## config.mk

```make
export PLATFORM = sky130hd
export DESIGN_NAME = shift_result_fifo
export DESIGN_NICKNAME = d
export VERILOG_FILES = /design/src/rtl/shift_result_fifo_pkg.sv /design/src/rtl/shift_result_fifo_ptr.sv /design/src/rtl/shift_result_fifo.sv
export SDC_FILE = /design/constraint.sdc
export NUM_CORES = 1
export LEC_CHECK = 0
export CORE_ASPECT_RATIO = 0.8
export CORE_MARGIN = 5
export CORE_UTILIZATION = 30
export CTS_BUF_LIST = sky130_fd_sc_hd__clkbuf_8
export CTS_CLUSTER_SIZE = 10
export DETAILED_ROUTE_END_ITERATION = 10
export PLACE_DENSITY = 0.52
export RECOVER_POWER = 50
export SETUP_SLACK_MARGIN = 0.4
export SYNTH_ARGS = -nofsm -noshare
export SYNTH_HDL_FRONTEND = slang
export SYNTH_SLANG_ARGS = --single-unit
```

## constraint.sdc

```tcl
create_clock -name clk -period 2.4 [get_ports clk]
set_input_delay 0.36 -clock clk [delete_from_list [all_inputs] [get_ports clk]]
set_output_delay 0.36 -clock clk [all_outputs]
set_load 0.02 [all_outputs]
```

## src/rtl/shift_result_fifo_pkg.sv

```systemverilog
// rtl/shift_result_fifo_pkg.sv - shared flag indices and entry sizing for shift_result_fifo
package shift_result_fifo_pkg;

    localparam int FLAG_ZERO = 0;
    localparam int FLAG_NEG  = 1;
    localparam int FLAG_COUT = 2;
    localparam int FLAG_W    = 3;

    // Stored entry is {flags, data}, so flags sit directly above the data bits.
    function automatic int entry_w(input int width);
        return width + FLAG_W;
    endfunction

endpackage

```

## src/rtl/shift_result_fifo_ptr.sv

```systemverilog
// rtl/shift_result_fifo_ptr.sv - modulo-DEPTH pointer with synchronous active-low clear
module fifo_ptr #(
    parameter int DEPTH = 4
) (
    input  logic                       clk,
    input  logic                       reset_,
    input  logic                       inc,
    output logic [$clog2(DEPTH)-1:0]   ptr
);

    localparam int PW = $clog2(DEPTH);

    logic [PW-1:0] ptr_q;
    logic [PW-1:0] ptr_d;

    always_comb begin
        ptr_d = ptr_q;
        if (inc) begin
            if (ptr_q == PW'(DEPTH - 1)) begin
                ptr_d = '0;
            end else begin
                ptr_d = ptr_q + PW'(1);
            end
        end
    end

    always_ff @(posedge clk) begin
        if (!reset_) begin
            ptr_q <= '0;
        end else begin
            ptr_q <= ptr_d;
        end
    end

    assign ptr = ptr_q;

endmodule

```

## src/rtl/shift_result_fifo.sv

```systemverilog
// rtl/shift_result_fifo.sv - result/flag FIFO downstream of the 16-bit shift/rotate ALU
module shift_result_fifo
    import shift_result_fifo_pkg::*;
#(
    parameter int WIDTH = 16,
    parameter int DEPTH = 4
) (
    input  logic                           clk,
    input  logic                           reset_,
    input  logic                           in_valid,
    output logic                           in_ready,
    input  logic [WIDTH-1:0]               in_data,
    input  logic                           in_cout,
    output logic                           out_valid,
    input  logic                           out_ready,
    output logic [WIDTH-1:0]               out_data,
    output logic [FLAG_W-1:0]              out_flags,
    output logic [$clog2(DEPTH+1)-1:0]     count,
    output logic                           full,
    output logic                           empty
);

    localparam int EW = entry_w(WIDTH);
    localparam int PW = $clog2(DEPTH);
    localparam int CW = $clog2(DEPTH + 1);

    logic [EW-1:0]     mem_q [DEPTH];
    logic [EW-1:0]     mem_d [DEPTH];
    logic [CW-1:0]     count_q;
    logic [CW-1:0]     count_d;
    logic [PW-1:0]     wr_ptr;
    logic [PW-1:0]     rd_ptr;
    logic              push;
    logic              pop;
    logic [FLAG_W-1:0] in_flags;
    logic [EW-1:0]     head;

    // Handshake state comes from count_q alone, so in_ready never sees out_ready.
    assign full      = (count_q == CW'(DEPTH));
    assign empty     = (count_q == '0);
    assign in_ready  = !full;
    assign out_valid = !empty;
    assign push      = in_valid && in_ready;
    assign pop       = out_valid && out_ready;
    assign count     = count_q;

    always_comb begin
        in_flags            = '0;
        in_flags[FLAG_ZERO] = (in_data == '0);
        in_flags[FLAG_NEG]  = in_data[WIDTH-1];
        in_flags[FLAG_COUT] = in_cout;
    end

    always_comb begin
        mem_d = mem_q;
        if (push) begin
            mem_d[wr_ptr] = {in_flags, in_data};
        end
    end

    always_comb begin
        count_d = count_q;
        case ({push, pop})
            2'b10:   count_d = count_q + CW'(1);
            2'b01:   count_d = count_q - CW'(1);
            default: count_d = count_q;
        endcase
    end

    always_ff @(posedge clk) begin
        if (!reset_) begin
            count_q <= '0;
        end else begin
            count_q <= count_d;
        end
    end

    // Storage is not cleared; out_valid gating hides stale contents.
    always_ff @(posedge clk) begin
        mem_q <= mem_d;
    end

    assign head      = mem_q[rd_ptr];
    assign out_data  = out_valid ? head[WIDTH-1:0] : '0;
    assign out_flags = out_valid ? head[EW-1:WIDTH] : '0;

    fifo_ptr #(.DEPTH(DEPTH)) u_wr_ptr (
        .clk    (clk),
        .reset_ (reset_),
        .inc    (push),
        .ptr    (wr_ptr)
    );

    fifo_ptr #(.DEPTH(DEPTH)) u_rd_ptr (
        .clk    (clk),
        .reset_ (reset_),
        .inc    (pop),
        .ptr    (rd_ptr)
    );

endmodule

```

==> results of run 1 <==
-- metrics by stage --
step | hold slack [ns] | setup WS [ns] | total power, mW | instances | instance area [µm²]
3_3_place_gp | 0.503 | 0.184 | 3.58 | 358 | 3880
6_report | 0.512 | 0.272 | 5.10 | 393 | 4360
5_1_grt | 0.530 | 0.111 | 5.37 | 393 | 4360
4_1_cts | 0.509 | 0.151 | 5.00 | 385 | 4270
3_5_place_dp | 0.497 | 0.162 | 3.59 | 358 | 3880
2_1_floorplan | 0.459 | 0.201 | 2.82 | 176 | 3250
-- path summary, 6_finish.rpt --
kind / end / slack (ns) / cells past startpoint
worst max-delay path: out_data[4] / 0.27 / 5
worst max register to register: count[2]$_SDFFE_PN0P_ / 0.28 / 9
worst min register to register: u_wr_ptr.ptr[1]$_SDFFE_PN0P_ / 0.51 / 2
worst min-delay path: u_wr_ptr.ptr[1]$_SDFFE_PN0P_ / 0.51 / 2
-- logic make-up (layout without fill, tap and decap cells) --
| group | count (synthesis) | count (layout) | synth area share |
|---|---|---|---|
| DFF | 79 | 79 | 0.714 |
| AOI/OAI and AO/OA | 7 | 7 | 0.0124 |
| buffers and inverters | 18 | 94 | 0.0268 |
| adders and majority gates | 7 | 7 | 0.0295 |
| xor gates and xnor gates | 2 | 2 | 0.00544 |
| muxes | 19 | 19 | 0.129 |
| and+or+nand+nor | 44 | 45 | 0.0827 |
-- flip-flops by register name, indices dropped and copies added (netlist names) --
signal / count
mem_q: 72
count: 3
u_rd_ptr.ptr: 2
u_wr_ptr.ptr: 2
-- timing repair --
action,CTS,global route
pin swaps,8,6
cloned,2,0
gates resized for setup,126,26
buffers inserted,9,8
setup endpoints to repair,25,23
-- power by group through the flow --
| stage | Sequential [mW] | Combinational (mW) | Clock (mW) |
|---|---|---|---|
| after global placement | 1.77 | 1.81 | 0 |
| after detailed placement | 1.77 | 1.82 | 0 |
| after CTS | 1.76 | 2.19 | 1.06 |
| after global routing | 1.76 | 2.49 | 1.12 |
| after floorplan | 1.78 | 1.05 | 0 |
| final | 1.75 | 2.32 | 1.03 |
-- cell type report --
class	count	area, µm²	area share
clock buffers	9	124	0.0284
clock inverters	7	87.6	0.0201
inverters	9	33.8	0.00775
multi-input cells	80	905	0.207
flip-flops and latches	79	2310	0.531
well taps	140	175	0.0402
repair buffers	69	722	0.166
-- metal layers --
layer | up-vias | track usage
li1 | 822 | -
met2 | 44 | 0.177
met4 | 0 | 0.0297
met1 | 876 | 0.139
met5 | - | 0
met3 | 7 | 0.0383
-- worst max-delay path, stage by stage (launching register included) --
cell,delay [ns]
dfxtp_4,0.40
buf_12,0.12
buf_16,0.13
mux4_2,0.49
and2_4,0.17
buf_6,0.12
-- cell usage in the layout, fill, tap and decap left out, types with 2 or more instances in the layout --
cell	count
or3_4	2
and3_2	2
and2_1	3
nand3_1	2
bufinv_16	2
dfxtp_4	3
clkbuf_2	2
clkinv_1	2
and3_1	2
o21ai_1	2
nor2_1	2
ha_1	5
edfxtp_1	72
dlygate4sd3_1	17
clkdlybuf4s50_1	6
buf_4	13
buf_12	3
nand2_1	6
clkbuf_8	9
nor4_1	4
buf_6	22
inv_2	2
o21ai_0	3
dfxtp_1	4
clkinvlp_4	2
mux4_2	18
and2_4	18
inv_1	7
-- cell usage after synthesis --
| cell type | n | area [µm²] |
|---|---|---|
| or3_2 | 1 | 7.51 |
| ha_1 | 6 | 75.1 |
| nand2_1 | 6 | 22.5 |
| xor2_1 | 1 | 8.76 |
| nand4_1 | 1 | 6.26 |
| o21ai_1 | 1 | 5.00 |
| clkbuf_1 | 3 | 11.3 |
| or3_1 | 1 | 6.26 |
| inv_1 | 9 | 33.8 |
| buf_6 | 1 | 11.3 |
| nand3_1 | 2 | 10.0 |
| and4_1 | 1 | 8.76 |
| mux4_2 | 18 | 405 |
| nor4_1 | 4 | 25.0 |
| and2_4 | 1 | 8.76 |
| o31ai_1 | 1 | 7.51 |
| o21ai_0 | 4 | 20.0 |
| or3b_1 | 1 | 8.76 |
| fa_1 | 1 | 20.0 |
| nor2_1 | 2 | 7.51 |
| mux2i_1 | 1 | 10.0 |
| edfxtp_1 | 72 | 2160 |
| and3_2 | 4 | 30.0 |
| a21boi_0 | 1 | 7.51 |
| and2_1 | 20 | 125 |
| xnor2_1 | 1 | 8.76 |
| buf_2 | 3 | 15.0 |
| buf_4 | 2 | 15.0 |
| dfxtp_1 | 7 | 140 |
==> flow_metrics.env, run 1 <==
export IMPL_outcome="completed"
export IMPL_cts_buffers=9
export IMPL_wl_um=6710
export IMPL_ys_seq_area_frac=0.714
export IMPL_rsz0062_at_grt="yes"
export IMPL_nFillCells=917
export IMPL_antenna_found_initial=0
export IMPL_drt_iter0_drc=79
export IMPL_grt_pass1_vias=1813
export IMPL_die_x_um=126
export IMPL_p_switching_mw=1.58
export IMPL_relSlewSlack=0.337
export IMPL_track_usage=0.109
export IMPL_ys_warn_count=0
export IMPL_die_y_um=103
export IMPL_coreArea_um2=10400
export IMPL_grt_pass1_wl_um=10300
export IMPL_start_util=0.311
export IMPL_drc_errors=0
export IMPL_period_needed_ns=2.13
export IMPL_dr_pass1_iters=4
export IMPL_hold_viol=0
export IMPL_intPower_mw=3.51
export IMPL_hold_buffers=0
export IMPL_dp_hpwl_um=3940
export IMPL_row_count=33
export IMPL_fin_crit_sh=0.887
export IMPL_slew_viol_final=0
export IMPL_synth_distinct_cells=29
export IMPL_cts_root_buffer="clkbuf_8"
export IMPL_p_clk_frac=0.203
export IMPL_netlist_instances=176
export IMPL_setup_tns_final_ns=0
export IMPL_synth_ff_latch_count=79
export IMPL_path_clk_slew_ns=0.08
export IMPL_via_count=1749
export IMPL_setup_viol=0
export IMPL_hold_class="reg2reg"
export IMPL_pwr_share_seq=0.343
export IMPL_pwr_share_comb=0.454
export IMPL_cts_tree="yes"
export IMPL_crit_required_ns=2.04
export IMPL_gp_routability_congestion=0.689
export IMPL_synth_area_per_cell_um2=18.3
export IMPL_die_area_um2=12900
export IMPL_ios=47
export IMPL_syn_num_nets=204
export IMPL_cp_start_kind="register"
export IMPL_irDropWorstVdd_mv=0.400
export IMPL_clockBufferDepth=2
export IMPL_worst_slew_pin_slew_ns=0.994
export IMPL_diodes=0
export IMPL_m1WireLength_um=3050
export IMPL_met2WireLength_um=3230
export IMPL_port_buffers=46
export IMPL_powerDensity_nw_per_um2=1170
export IMPL_ant_nets=0
export IMPL_reg2reg_from="count[2]$_SDFFE_PN0P_"
export IMPL_fmax_ghz=0.470
export IMPL_cp_startpoint="u_rd_ptr.ptr[0]$_SDFFE_PN0P_"
export IMPL_p_leak_nw=1.53
export IMPL_grt_remaining_overflow=0
export IMPL_clk_latency_ns=0.34
export IMPL_maxCapViolCount=0
export IMPL_vias_per_cell=4.45
export IMPL_clock_sinks=79
export IMPL_wl_met3_um=374
export IMPL_drive_gt1_frac=0.411
export IMPL_syn_to_final_growth_pct=35.3
export IMPL_post_route_util=0.421
export IMPL_fin_nets=276
export IMPL_synthesis_area_um2=3220
export IMPL_finClkSkew_ns=0.0105
export IMPL_cp_arrival_ns=1.77
export IMPL_crit_type="reg2out"
export IMPL_crit_path_end_kind="output pin"
export IMPL_min_delay_start="u_wr_ptr.ptr[1]$_SDFFE_PN0P_"
export IMPL_grt_max_degree=19
export IMPL_htreeDepth=3
export IMPL_p_sw_frac=0.311
export IMPL_top_layer_used="met4"
export IMPL_cp_max_fo=7
export IMPL_avgRoutedWirePerCell_um=17.1
Note: power is estimated with default switching activity, not from simulation.
==> run 2: changes to the inputs <==
==> constraint.sdc (replaced) <==
create_clock -name clk -period 2.4 [get_ports clk]
set_input_delay 0.48 -clock clk [delete_from_list [all_inputs] [get_ports clk]]
set_output_delay 0.48 -clock clk [all_outputs]
set_load 0.02 [all_outputs]
==> run 2 against run 1 <==
Register-to-register slack is essentially flat; combinational power about the same; first-iteration DRC count grew 15%; worst setup slack worse by 0.094 ns; sequential cell count did not move; fmax shrank 4.2%.
==> flow_metrics.env, run 2 (synthesis results as in run 1) <==
export IMPL_outcome="completed"
export IMPL_coreArea_um2=10400
export IMPL_drive_gt1_frac=0.428
export IMPL_cp_max_fo=8
export IMPL_port_buffers=46
export IMPL_htreeDepth=3
export IMPL_max_stage_delay_ns=0.50
export IMPL_die_x_um=126
export IMPL_drc_errors=0
export IMPL_fin_crit_sh=0.926
export IMPL_crit_type="reg2out"
export IMPL_finClkSkew_ns=0.00676
export IMPL_reg2reg_slack_ns=0.28
export IMPL_final_cell_mix="72 x edfxtp_1, 19 x buf_6, 18 x mux4_2"
export IMPL_period_needed_ns=2.22
export IMPL_hold_buffers=0
export IMPL_slew_viol_final=0
export IMPL_rsz0062_at_grt="yes"
export IMPL_path_clk_slew_ns=0.08
export IMPL_syn_to_final_growth_pct=35.8
export IMPL_crit_path_end_kind="output pin"
export IMPL_grt_max_degree=19
export IMPL_maxCapViolCount=0
export IMPL_wl_um=6800
export IMPL_critical_path_slowest_cell="mux4_2"
export IMPL_crit_required_ns=1.92
export IMPL_grt_remaining_overflow=0
export IMPL_regMostFlops="mem_q"
export IMPL_ant_nets=0
export IMPL_pwr_share_seq=0.347
export IMPL_cts_root_buffer="clkbuf_8"
export IMPL_relSlewSlack=0.620
export IMPL_irDropWorstVdd_mv=0.372
export IMPL_antenna_found_initial=1
export IMPL_powerDensity_nw_per_um2=1150
export IMPL_place_inst=364
export IMPL_worstRegToRegCells=9
export IMPL_dp_hpwl_um=4180
export IMPL_vias_per_cell=4.50
export IMPL_track_usage=0.112
export IMPL_row_count=33
export IMPL_largest_register_ffs=72
export IMPL_die_area_um2=12900
export IMPL_hold_viol=0
export IMPL_via_count=1792
export IMPL_reg2reg_from="count[1]$_SDFFE_PN0P_"
export IMPL_start_util=0.311
export IMPL_clk_latency_ns=0.34
export IMPL_worst_slew_pin_slew_ns=0.570
export IMPL_setup_viol=0
export IMPL_crit_family="multiplexers"
export IMPL_pwr_share_comb=0.468
export IMPL_p_clk_frac=0.185
export IMPL_post_route_util=0.422
export IMPL_cts_buffers=9
export IMPL_clock_sinks=79
export IMPL_grt_pass1_vias=1939
export IMPL_gp_routability_congestion=0.641
export IMPL_fin_total_pwr_mw=5.02
export IMPL_layout_commonest_cell="edfxtp_1"
export IMPL_cts_tree="yes"
export IMPL_path_cells="buf_12 -> buf_16 -> mux4_2 -> and2_4 -> buf_6"
export IMPL_die_y_um=103
export IMPL_layout_cells_non_filler=398
export IMPL_cp_buffers_inverters=3
export IMPL_r2r_end="count[2]$_SDFFE_PN0P_"
export IMPL_ios=47
export IMPL_min_delay_start="u_wr_ptr.ptr[1]$_SDFFE_PN0P_"
export IMPL_fin_nets=280
export IMPL_cp_arrival_ns=1.74
export IMPL_hold_class="reg2reg"
export IMPL_holdPathEnd="u_wr_ptr.ptr[1]$_SDFFE_PN0P_"
export IMPL_grt_pass1_wl_um=10800
export IMPL_holdWs_ns=0.507
export IMPL_fmax_ghz=0.450
export IMPL_worstHoldPathCells=2
export IMPL_p_switching_mw=1.59
export IMPL_intPower_mw=3.43
export IMPL_cp_start_kind="register"
export IMPL_p_sw_frac=0.317
export IMPL_dr_pass1_iters=4
export IMPL_drt_iter0_drc=91
export IMPL_clockBufferDepth=2
export IMPL_avgRoutedWirePerCell_um=17.1
export IMPL_p_leak_nw=1.55
export IMPL_setup_tns_final_ns=0
run 2: layout make-up:
| class | count | area, µm² |
|---|---|---|
| fill | 928 | 5990 |
| sequential | 79 | 2310 |
| multi-input combinational | 81 | 917 |
| timing repair buffer | 72 | 748 |
| tap | 140 | 175 |
| clock buffer | 9 | 124 |
| clock inverter | 7 | 62.6 |
| inverter | 9 | 33.8 |
| antenna | 1 | 2.50 |
run 2: power by group through the flow:
stage               combinational, mW  clock (mW)  sequential, mW
floorplan                        1.06           0            1.78
global placement                 1.84           0            1.77
detailed placement               1.86           0            1.77
CTS                              2.23       0.956            1.76
global route                     2.52        1.01            1.76
finish                           2.35       0.930            1.74
run 2: per-stage QoR:
stage | setup WS, ns | area, µm²
after floorplan | 0.201 | 3250
after global placement | 0.0985 | 3970
after detailed placement | 0.0962 | 3970
after CTS | 0.147 | 4310
after global routing | 0.117 | 4380
final | 0.178 | 4380
run 2: how the worst max path moves through the flow:
stage                                  from               endpoint  slack, ns  cells after the start
4_1_cts        u_rd_ptr.ptr[0]$_SDFFE_PN0P_            out_data[1]       0.15                      5
2_1_floorplan         count[1]$_SDFFE_PN0P_  count[2]$_SDFFE_PN0P_       0.20                     10
3_3_place_gp                      out_ready  count[2]$_SDFFE_PN0P_        0.1                      9
3_5_place_dp          count[2]$_SDFFE_PN0P_           out_data[15]        0.1                      3
6_report       u_rd_ptr.ptr[0]$_SDFFE_PN0P_           out_data[10]       0.18                      5
5_1_grt        u_rd_ptr.ptr[0]$_SDFFE_PN0P_           out_data[10]       0.12                      5
run 2: timing repair:
item                       in CTS  in global routing
buffers inserted               10                  4
setup endpoints to repair      25                 25
gates cloned                    3                  0
resized for setup             140                 14
pin swaps                       7                  8
run 2: worst reg2reg max path: stages, from the launching register on:
cell and delay (ns):
dfxtp_1 0.36, or3b_1 0.41, and2_4 0.16, inv_2 0.06, ha_4 0.13, inv_2 0.03
fa_2 0.32, xor2_1 0.15, or3_1 0.31, a21boi_1 0.12
run 2: metal layers:
| metal | vias to the layer above | routed length (µm) | global-route usage |
|---|---|---|---|
| met5 | - | 0 | 0 |
| met4 | 0 | 47 | 0.0338 |
| met3 | 5 | 376 | 0.0378 |
| met2 | 56 | 3250 | 0.176 |
| met1 | 894 | 3130 | 0.150 |
| li1 | 837 | - | - |
==> run 3: changes to the inputs <==
--- a/config.mk
+++ b/config.mk
@@ -11,6 +11,7 @@
 export CTS_BUF_LIST = sky130_fd_sc_hd__clkbuf_8
 export CTS_CLUSTER_SIZE = 10
 export DETAILED_ROUTE_END_ITERATION = 10
+export MAX_ROUTING_LAYER = met4
 export PLACE_DENSITY = 0.52
 export RECOVER_POWER = 50
 export SETUP_SLACK_MARGIN = 0.4
==> run 3 against run 2 <==
Critical path depth unchanged; clock power about the same; sequential cell count is the same; utilization is the same; clock skew increased by 0.0017 ns; critical path type unchanged; largest cell class unchanged; largest power group unchanged.
==> flow_metrics.env, run 3 (synthesis results as in run 1) <==
export IMPL_p_leak_nw=1.55
export IMPL_cp_start_kind="register"
export IMPL_slew_viol_final=0
export IMPL_track_usage=0.116
export IMPL_irDropWorstVdd_mv=0.372
export IMPL_drt_iter0_drc=106
export IMPL_cp_max_fo=8
export IMPL_coreArea_um2=10400
export IMPL_fmax_ghz=0.451
export IMPL_wl_um=6800
export IMPL_reg2reg_from="count[1]$_SDFFE_PN0P_"
export IMPL_path_clk_slew_ns=0.08
export IMPL_regMostFlops="mem_q"
export IMPL_ios=47
export IMPL_max_stage_delay_ns=0.50
export IMPL_drc_errors=0
export IMPL_min_delay_start="u_wr_ptr.ptr[1]$_SDFFE_PN0P_"
export IMPL_cts_buffers=9
export IMPL_crit_type="reg2out"
export IMPL_hold_buffers=0
export IMPL_worstRegToRegCells=9
export IMPL_rsz0062_at_grt="yes"
export IMPL_start_util=0.311
export IMPL_layout_commonest_cell="edfxtp_1"
export IMPL_hold_class="reg2reg"
export IMPL_dp_hpwl_um=4180
export IMPL_largest_register_ffs=72
export IMPL_setup_tns_final_ns=0
export IMPL_maxCapViolCount=0
export IMPL_grt_max_degree=19
export IMPL_vias_per_cell=4.54
export IMPL_met2WireLength_um=3210
export IMPL_reg2reg_slack_ns=0.28
export IMPL_drive_gt1_frac=0.428
export IMPL_finClkSkew_ns=0.00843
export IMPL_holdPathEnd="u_wr_ptr.ptr[1]$_SDFFE_PN0P_"
export IMPL_grt_pass1_vias=1936
export IMPL_period_needed_ns=2.22
export IMPL_final_cell_mix="72 x edfxtp_1, 19 x buf_6, 18 x mux4_2"
export IMPL_gp_routability_congestion=0.646
export IMPL_relSlewSlack=0.618
export IMPL_die_area_um2=12900
export IMPL_r2r_end="count[2]$_SDFFE_PN0P_"
export IMPL_crit_required_ns=1.92
export IMPL_fin_crit_sh=0.925
export IMPL_port_buffers=46
export IMPL_holdWs_ns=0.510
export IMPL_layout_cells_non_filler=398
export IMPL_syn_to_final_growth_pct=35.8
export IMPL_cp_arrival_ns=1.74
export IMPL_hold_viol=0
export IMPL_dr_pass1_iters=4
export IMPL_ant_nets=0
export IMPL_cts_tree="yes"
export IMPL_clockBufferDepth=2
export IMPL_crit_path_end_kind="output pin"
export IMPL_critical_path_slowest_cell="mux4_2"
export IMPL_path_cells="buf_12 -> buf_16 -> mux4_2 -> and2_4 -> buf_6"
export IMPL_worstHoldPathCells=2
export IMPL_top_layer_used="met4"
export IMPL_via_count=1805
export IMPL_clk_latency_ns=0.34
export IMPL_fin_nets=280
export IMPL_place_inst=364
export IMPL_crit_family="multiplexers"
export IMPL_grt_pass1_wl_um=10800
export IMPL_wl_met3_um=355
export IMPL_cts_root_buffer="clkbuf_8"
export IMPL_row_count=33
export IMPL_outcome="completed"
export IMPL_clock_sinks=79
export IMPL_m1WireLength_um=3190
export IMPL_setup_viol=0
export IMPL_htreeDepth=3
export IMPL_nFillCells=928
export IMPL_die_y_um=103
export IMPL_cp_buffers_inverters=3
export IMPL_worst_slew_pin_slew_ns=0.574
export IMPL_grt_remaining_overflow=0
export IMPL_avgRoutedWirePerCell_um=17.1
export IMPL_die_x_um=126
export IMPL_antenna_found_initial=1
export IMPL_powerDensity_nw_per_um2=1150
-- run 3: metal layers --
metal  up-vias  track usage
li1        838            -
met1       906        0.150
met2        56        0.176
met3         5       0.0394
met4         0       0.0338
met5         -            -
-- run 3: timing repair --
action                                  4_1_cts  5_1_grt
cloned                                        3        0
pin swaps                                     7        8
setup buffers                                10        4
gates resized for setup                     140       14
endpoints found under the setup margin       25       25
-- run 3: how the worst max path moves through the flow --
stage | slack [ns] | from | to | cells past startpoint
2_1_floorplan | 0.20 | count[1]$_SDFFE_PN0P_ | count[2]$_SDFFE_PN0P_ | 10
3_3_place_gp | 0.1 | out_ready | count[2]$_SDFFE_PN0P_ | 9
3_5_place_dp | 0.1 | count[2]$_SDFFE_PN0P_ | out_data[15] | 3
4_1_cts | 0.15 | u_rd_ptr.ptr[0]$_SDFFE_PN0P_ | out_data[1] | 5
5_1_grt | 0.11 | u_rd_ptr.ptr[0]$_SDFFE_PN0P_ | out_data[10] | 5
6_report | 0.18 | u_rd_ptr.ptr[0]$_SDFFE_PN0P_ | out_data[10] | 5
-- run 3: area by class of cell --
type / instances / area, µm² / share of cell area
diodes: 1 / 2.50 / 0.000572
clock buffers: 9 / 124 / 0.0283
clock inverters: 7 / 62.6 / 0.0143
inverters: 9 / 33.8 / 0.00772
multi-input cells: 81 / 917 / 0.210
flip-flops and latches: 79 / 2310 / 0.529
well taps: 140 / 175 / 0.0400
repair buffers: 72 / 748 / 0.171
-- run 3: worst reg2reg max path: cells and delay by family, from the launching register on --
| kind | cells | cell delay [ns] |
|---|---|---|
| xor gates and xnor gates | 1 | 0.15 |
| AOI/OAI and AO/OA | 1 | 0.12 |
| buffers and inverters | 2 | 0.09 |
| DFF | 1 | 0.36 |
| and+or+nand+nor | 3 | 0.88 |
| adders and majority gates | 2 | 0.45 |
-- run 3: metrics by stage --
stage                      util  cell area (µm²)  worst slack [ns]  power, mW
final                     0.422             4380             0.181       5.02
after global routing      0.422             4380             0.114       5.29
after CTS                 0.416             4310             0.147       4.95
after detailed placement  0.383             3970            0.0962       3.63
after global placement    0.383             3970            0.0985       3.61
after floorplan               -             3250             0.201       2.83
-- run 3: power breakdown --
part	switching [mW]	leakage, nW	internal (mW)
Clock	0.457	0.0921	0.472
Sequential	0.0678	0.718	1.67
Combinational	1.07	0.744	1.28
